## config.mk

```make
export PLATFORM = sky130hd
export DESIGN_NAME = bus_scheduler
export DESIGN_NICKNAME = d
export VERILOG_FILES = /design/src/rtl/bus_scheduler.sv
export SDC_FILE = /design/constraint.sdc
export NUM_CORES = 1
export LEC_CHECK = 0
export ABC_AREA = 1
export BUFFER_PORTS_ARGS = -buffer_cell sky130_fd_sc_hd__buf_2
export CORE_ASPECT_RATIO = 1.25
export CORE_MARGIN = 5
export CORE_UTILIZATION = 40
export CTS_BUF_LIST = sky130_fd_sc_hd__clkbuf_4
export CTS_CLUSTER_DIAMETER = 200
export DETAILED_ROUTE_END_ITERATION = 10
export SYNTH_ARGS = -nofsm -noshare
export SYNTH_HDL_FRONTEND = slang
export SYNTH_SLANG_ARGS = --single-unit
```

## constraint.sdc

```tcl
create_clock -name clk_16_i -period 2.3 [get_ports clk_16_i]
set_clock_uncertainty 0.2 [all_clocks]
set_input_delay 0.345 -clock clk_16_i [delete_from_list [all_inputs] [get_ports clk_16_i]]
set_output_delay 0.345 -clock clk_16_i [all_outputs]
set_load 0.1 [all_outputs]
```

## src/rtl/bus_scheduler.sv

```systemverilog
// Shared-bus sequencer: splits each 1 us CPU cycle into two 4-tick SPI/video slots and an 8-tick CPU phase.
// bus_scheduler_checker holds the protocol assertions and is instantiated alongside the scheduler.
module bus_scheduler #(
   parameter logic VIDEO_EN = 1'b1,
   parameter logic RR_INIT  = 1'b0
) (
   input  logic       clk_16_i,
   input  logic       rst_ni,
   input  logic       spi_valid_i,
   input  logic       spi_rw_ni,
   output logic       spi_ready_o,
   input  logic       vid_req_i,
   output logic       vid_ack_o,
   output logic       clk_cpu_o,
   output logic       cpu_select_o,
   output logic       cpu_enable_o,
   output logic       spi_select_o,
   output logic       vid_select_o,
   output logic       mem_oe_o,
   output logic       mem_we_o,
   output logic       rd_strobe_o,
   output logic [3:0] cycle_o
);

   typedef enum logic [1:0] {
      GRANT_NONE = 2'd0,
      GRANT_SPI  = 2'd1,
      GRANT_VID  = 2'd2
   } grant_t;

   grant_t     grant_r;
   grant_t     grant_nxt_s;
   logic [3:0] cycle_r;
   logic [3:0] cycle_nxt_s;
   logic       rw_r;
   logic       rw_nxt_s;
   logic       rr_r;
   logic       rr_nxt_s;
   logic       started_r;
   logic       started_nxt_s;
   logic       slot_start_s;
   logic       arb_ok_s;
   logic       spi_elig_s;
   logic       vid_elig_s;

   logic       clk_cpu_r,    clk_cpu_s;
   logic       cpu_select_r, cpu_select_s;
   logic       cpu_enable_r, cpu_enable_s;
   logic       spi_select_r, spi_select_s;
   logic       vid_select_r, vid_select_s;
   logic       mem_oe_r,     mem_oe_s;
   logic       mem_we_r,     mem_we_s;
   logic       rd_strobe_r,  rd_strobe_s;
   logic       spi_ready_r,  spi_ready_s;
   logic       vid_ack_r,    vid_ack_s;
   logic       slot_read_s;
   logic       owned_s;
   logic [1:0] offset_s;

   // Next-state: tick advance, slot arbitration with re-grant mask, and next output values.
   always_comb begin
      grant_nxt_s   = grant_r;
      rw_nxt_s      = rw_r;
      rr_nxt_s      = rr_r;
      cycle_nxt_s   = cycle_r + 4'd1;
      started_nxt_s = started_r;
      slot_start_s  = (cycle_nxt_s[1:0] == 2'd0) && !cycle_nxt_s[3];
      // Nothing is granted until the first full frame begins after reset.
      arb_ok_s      = started_r || (cycle_nxt_s == 4'd0);
      spi_elig_s    = arb_ok_s && spi_valid_i &&
                      !((cycle_nxt_s == 4'd4) && spi_ready_r);
      vid_elig_s    = arb_ok_s && (VIDEO_EN != 1'b0) && vid_req_i &&
                      !((cycle_nxt_s == 4'd4) && vid_ack_r);

      if (cycle_nxt_s == 4'd0) begin
         started_nxt_s = 1'b1;
      end else begin
         started_nxt_s = started_r;
      end

      if (cycle_nxt_s[3]) begin
         grant_nxt_s = GRANT_NONE;
      end else if (slot_start_s) begin
         case ({spi_elig_s, vid_elig_s})
            2'b10:   grant_nxt_s = GRANT_SPI;
            2'b01:   grant_nxt_s = GRANT_VID;
            2'b11:   grant_nxt_s = rr_r ? GRANT_VID : GRANT_SPI;
            default: grant_nxt_s = GRANT_NONE;
         endcase
         case (grant_nxt_s)
            GRANT_SPI: begin
               rr_nxt_s = 1'b1;
               rw_nxt_s = spi_rw_ni;
            end
            GRANT_VID: begin
               rr_nxt_s = 1'b0;
               rw_nxt_s = 1'b1;
            end
            default: begin
               rr_nxt_s = rr_r;
               rw_nxt_s = 1'b1;
            end
         endcase
      end else begin
         grant_nxt_s = grant_r;
      end

      offset_s     = cycle_nxt_s[1:0];
      owned_s      = (grant_nxt_s != GRANT_NONE);
      slot_read_s  = owned_s && rw_nxt_s;
      spi_select_s = (grant_nxt_s == GRANT_SPI);
      vid_select_s = (grant_nxt_s == GRANT_VID);
      mem_oe_s     = slot_read_s && (offset_s != 2'd0);
      mem_we_s     = spi_select_s && !rw_nxt_s &&
                     ((offset_s == 2'd1) || (offset_s == 2'd2));
      rd_strobe_s  = slot_read_s && (offset_s == 2'd3);
      spi_ready_s  = spi_select_s && (offset_s == 2'd3);
      vid_ack_s    = vid_select_s && (offset_s == 2'd3);
      clk_cpu_s    = cycle_nxt_s[3];
      cpu_select_s = cycle_nxt_s[3];
      cpu_enable_s = cycle_nxt_s[3] && cycle_nxt_s[2];
   end

   // State and output registers; a mid-slot reset drops everything with no completion pulse.
   always_ff @(posedge clk_16_i or negedge rst_ni) begin
      if (!rst_ni) begin
         grant_r      <= GRANT_NONE;
         cycle_r      <= 4'd0;
         rw_r         <= 1'b1;
         rr_r         <= RR_INIT;
         started_r    <= 1'b0;
         clk_cpu_r    <= 1'b0;
         cpu_select_r <= 1'b0;
         cpu_enable_r <= 1'b0;
         spi_select_r <= 1'b0;
         vid_select_r <= 1'b0;
         mem_oe_r     <= 1'b0;
         mem_we_r     <= 1'b0;
         rd_strobe_r  <= 1'b0;
         spi_ready_r  <= 1'b0;
         vid_ack_r    <= 1'b0;
      end else begin
         grant_r      <= grant_nxt_s;
         cycle_r      <= cycle_nxt_s;
         rw_r         <= rw_nxt_s;
         rr_r         <= rr_nxt_s;
         started_r    <= started_nxt_s;
         clk_cpu_r    <= clk_cpu_s;
         cpu_select_r <= cpu_select_s;
         cpu_enable_r <= cpu_enable_s;
         spi_select_r <= spi_select_s;
         vid_select_r <= vid_select_s;
         mem_oe_r     <= mem_oe_s;
         mem_we_r     <= mem_we_s;
         rd_strobe_r  <= rd_strobe_s;
         spi_ready_r  <= spi_ready_s;
         vid_ack_r    <= vid_ack_s;
      end
   end

   assign cycle_o      = cycle_r;
   assign clk_cpu_o    = clk_cpu_r;
   assign cpu_select_o = cpu_select_r;
   assign cpu_enable_o = cpu_enable_r;
   assign spi_select_o = spi_select_r;
   assign vid_select_o = vid_select_r;
   assign mem_oe_o     = mem_oe_r;
   assign mem_we_o     = mem_we_r;
   assign rd_strobe_o  = rd_strobe_r;
   assign spi_ready_o  = spi_ready_r;
   assign vid_ack_o    = vid_ack_r;

endmodule

```

==> impl_metrics.py <==
metrics = {
    "run_status": {
        "outcome": "finished, final reports clean",
    },
    "sta": {
        "setup_tns_ns": 0,
        "slew_headroom_pct": 67.79,
        "rsz0062_at_grt": "yes",
        "finalCriticalPeriod_ns": 2.247,
        "period_share_pct": 97.71,
        "max_freq_mhz": 445.0,
        "hold_violations": 0,
        "worst_pin_slew_ns": 0.4864,
        "layout_setup_ws_ns": 0.05258,
        "slew_viol_final": 0,
        "hold_ws_ns": 0.2832,
        "finalSetupViolations": 0,
    },
    "placement": {
        "post-place-ws_ns": 0.004061,
        "gp_congestion": 0.7107,
        "place_area_sq_mm": 0.001026,
        "io_buffers": 18,
        "hpwlAfterDp_microns": 1246,
    },
    "die": {
        "row_count": 18,
        "initial_core_util_pct": 41.54,
        "io_pins": 19,
        "die_y_microns": 60.73,
        "fp.dieArea_sq_mm": 0.003071,
        "die_x_microns": 50.58,
        "core_sq_mm": 0.001982,
    },
    "finish": {
        "num-nets-final": 125,
        "final_util_pct": 56.88,
        "diodes": 0,
        "syn_to_final_growth_pct": 36.93,
        "multiInputGateArea_sq_um": 394.1,
        "final_area_sq_mm": 0.001127,
        "seq_area_sq_um": 439.2,
        "layout-drive-gt1-share_pct": 55.26,
        "fillCellCount": 185,
    },
    "global_routing": {
        "grt_usage_pct": 12.18,
        "grt_first_pass_wirelength_microns": 2808,
        "antenna_found_initial": 0,
        "overflow": 0,
        "grt_max_degree": 18,
        "grt_pass1_vias": 655,
    },
    "min_path": {
        "hold_class": "in -> reg",
    },
    "drt": {
        "viasPerCell": 4.649,
        "drt-total-wl_microns": 1631,
        "route.detailed.drc": 0,
        "num_vias": 623,
        "first_iter_violations": 4,
        "drtPass1Iterations": 4,
        "ant_nets": 0,
        "routedWlPerCell_microns": 12.17,
    },
    "cts": {
        "clockRootBuffer": "clkbuf_4",
        "cts_made_buffers": 3,
        "insertion_delay_ns": 0.29,
        "clk_pin_slew_ns": 0.09,
        "cts_tree": "built",
        "cts.sinks": 17,
        "htree_levels": 1,
        "clock_path_buffers": 2,
    },
    "pwr": {
        "powerDensity_mw_per_mm2": 560.1,
        "ir_drop_mv": 0.3336,
        "leakagePower_nw": 0.5876,
    },
    "synthesis": {
        "yosys_warnings": 0,
        "ys_ff_latch": 17,
        "syn_area_per_cell_sq_um": 9.801,
        "syn-instance-count": 84,
        "ys_seq_area_share_pct": 51.82,
        "ys_types": 22,
        "syn_area_sq_um": 823.3,
        "syn_nets": 94,
    },
    "setup_path": {
        "critPathCaptureType": "flip-flop",
        "crit_path_max_fanout": 5,
        "cp_data_required_time_ns": 2.32,
        "crit_type": "reg -> reg",
        "cp-start-kind": "flip-flop",
        "worst_ep_arrival_time_ns": 2.27,
    },
    "flow_run": {
        "maxCapViolCount": 0,
    },
}
metal layers:
metal	routed length (microns)	up-vias	track usage (%)	share of wire, %
li1	-	312	-	-
met1	681	298	14.04	42
met2	870	11	21.28	53
met3	59	2	2.211	3.6
met4	19	0	6.569	1.2
met5	0	-	0	0
cell usage in the layout (no fill, tap or decap):
master / count
o21ai_0: 3
dfrtp_4: 3
ha_4: 2
dfstp_2: 1
dlygate4sd3_1: 1
nor2_2: 3
buf_4: 10
nand3_1: 3
inv_1: 13
dfrtp_1: 12
buf_2: 18
nand2_1: 3
mux2i_1: 1
nand4_1: 3
nand2_4: 1
nor3_2: 2
o21bai_1: 1
xor2_4: 1
ha_1: 3
nand3_2: 1
xnor2_4: 1
nor2_1: 8
clkbuf_4: 4
inv_2: 4
o31ai_4: 1
dfrtp_2: 1
nand2_2: 10
critical path, stage by stage, from the launching register on:
cell	delay, ns
dfrtp_4	0.52
ha_4	0.21
xnor2_4	0.15
nand3_2	0.09
nand2_2	0.08
inv_2	0.04
nor2_2	0.10
nand2_2	0.08
ha_4	0.16
inv_2	0.04
nor2_2	0.04
o31ai_4	0.19
buf_4	0.15
nand2_2	0.05
nor2_1	0.08
area by class of cell:
class | count | share of cell area, %
inverter | 17 | 5.660
timing repair buffer | 29 | 15.54
tap | 20 | 2.220
multi-input combinational | 47 | 34.96
clock buffer | 4 | 2.664
sequential | 17 | 38.96
kinds of logic (layout without fill, tap and decap cells):
family          count (synthesis)  in the layout  synth area share, %
mux                             1              1                1.216
xor+xnor                        2              2                2.128
simple gates                   34             34                23.10
flops                          17             17                51.82
buf+inv                        20             50                10.49
fa+ha+maj                       5              5                7.599
compound gates                  5              5                3.648
synthesized netlist by cell type, drive strengths merged:
library cell	n	area, sq um
nor2	11	46.29
ha	5	62.56
xnor2	1	8.760
o21bai	1	7.510
o21ai	3	15.01
buf	3	22.52
nor3	2	15.01
nand2	14	85.08
xor2	1	8.760
dfstp	1	26.28
mux2i	1	10.01
nand4	3	18.77
o31ai	1	7.510
inv	17	63.81
nand3	4	25.02
dfrtp	16	400.4
per-stage QoR:
| stage | power (mW) | std cells |
|---|---|---|
| 4_1_cts | 0.6367 | 132 |
| 3_3_place_gp | 0.4559 | 126 |
| 3_5_place_dp | 0.4599 | 126 |
| 2_1_floorplan | 0.4245 | 84 |
| 5_1_grt | 0.6696 | 134 |
| 6_report | 0.6314 | 134 |
flip-flops by register name, summed over array words and instances, names as in the netlist:
register	count
cpu_enable_o	1
cpu_select_o	1
cycle_o	3
grant_r	2
mem_oe_o	1
mem_we_o	1
rd_strobe_o	1
rr_r	1
rw_r	1
spi_ready_o	1
spi_select_o	1
started_r	1
vid_ack_o	1
vid_select_o	1
final timing paths:
kind / start / end / slack [ns] / depth (start not counted)
min: spi_rw_ni / rw_r / 0.28 / 4
max in group asynchronous: rst_ni / rw_r / 1.29 / 2
max: cycle_o[0] / mem_oe_o / 0.05 / 14
min in group asynchronous: rst_ni / mem_we_o / 0.30 / 2
max reg2reg: cycle_o[0] / mem_oe_o / 0.05 / 14
min reg2reg: started_r / started_r / 0.36 / 3
power breakdown:
| part | internal, mW | total, mW | switching (mW) | leakage (nW) |
|---|---|---|---|---|
| registers | 0.315 | 0.320 | 0.00498 | 0.208 |
| logic | 0.0404 | 0.141 | 0.100 | 0.362 |
| clock network | 0.0792 | 0.171 | 0.0919 | 0.0184 |
| total | 0.434 | 0.631 | 0.197 | 0.588 |
repair_timing:
action	in CTS	in global routing
pin swaps	0	0
gates resized for setup	2	3
hold buffers	1	0
setup buffers	1	2
endpoints found under the hold margin	16	0
setup endpoints to repair	2	4
(Power assumes the default switching activity.)
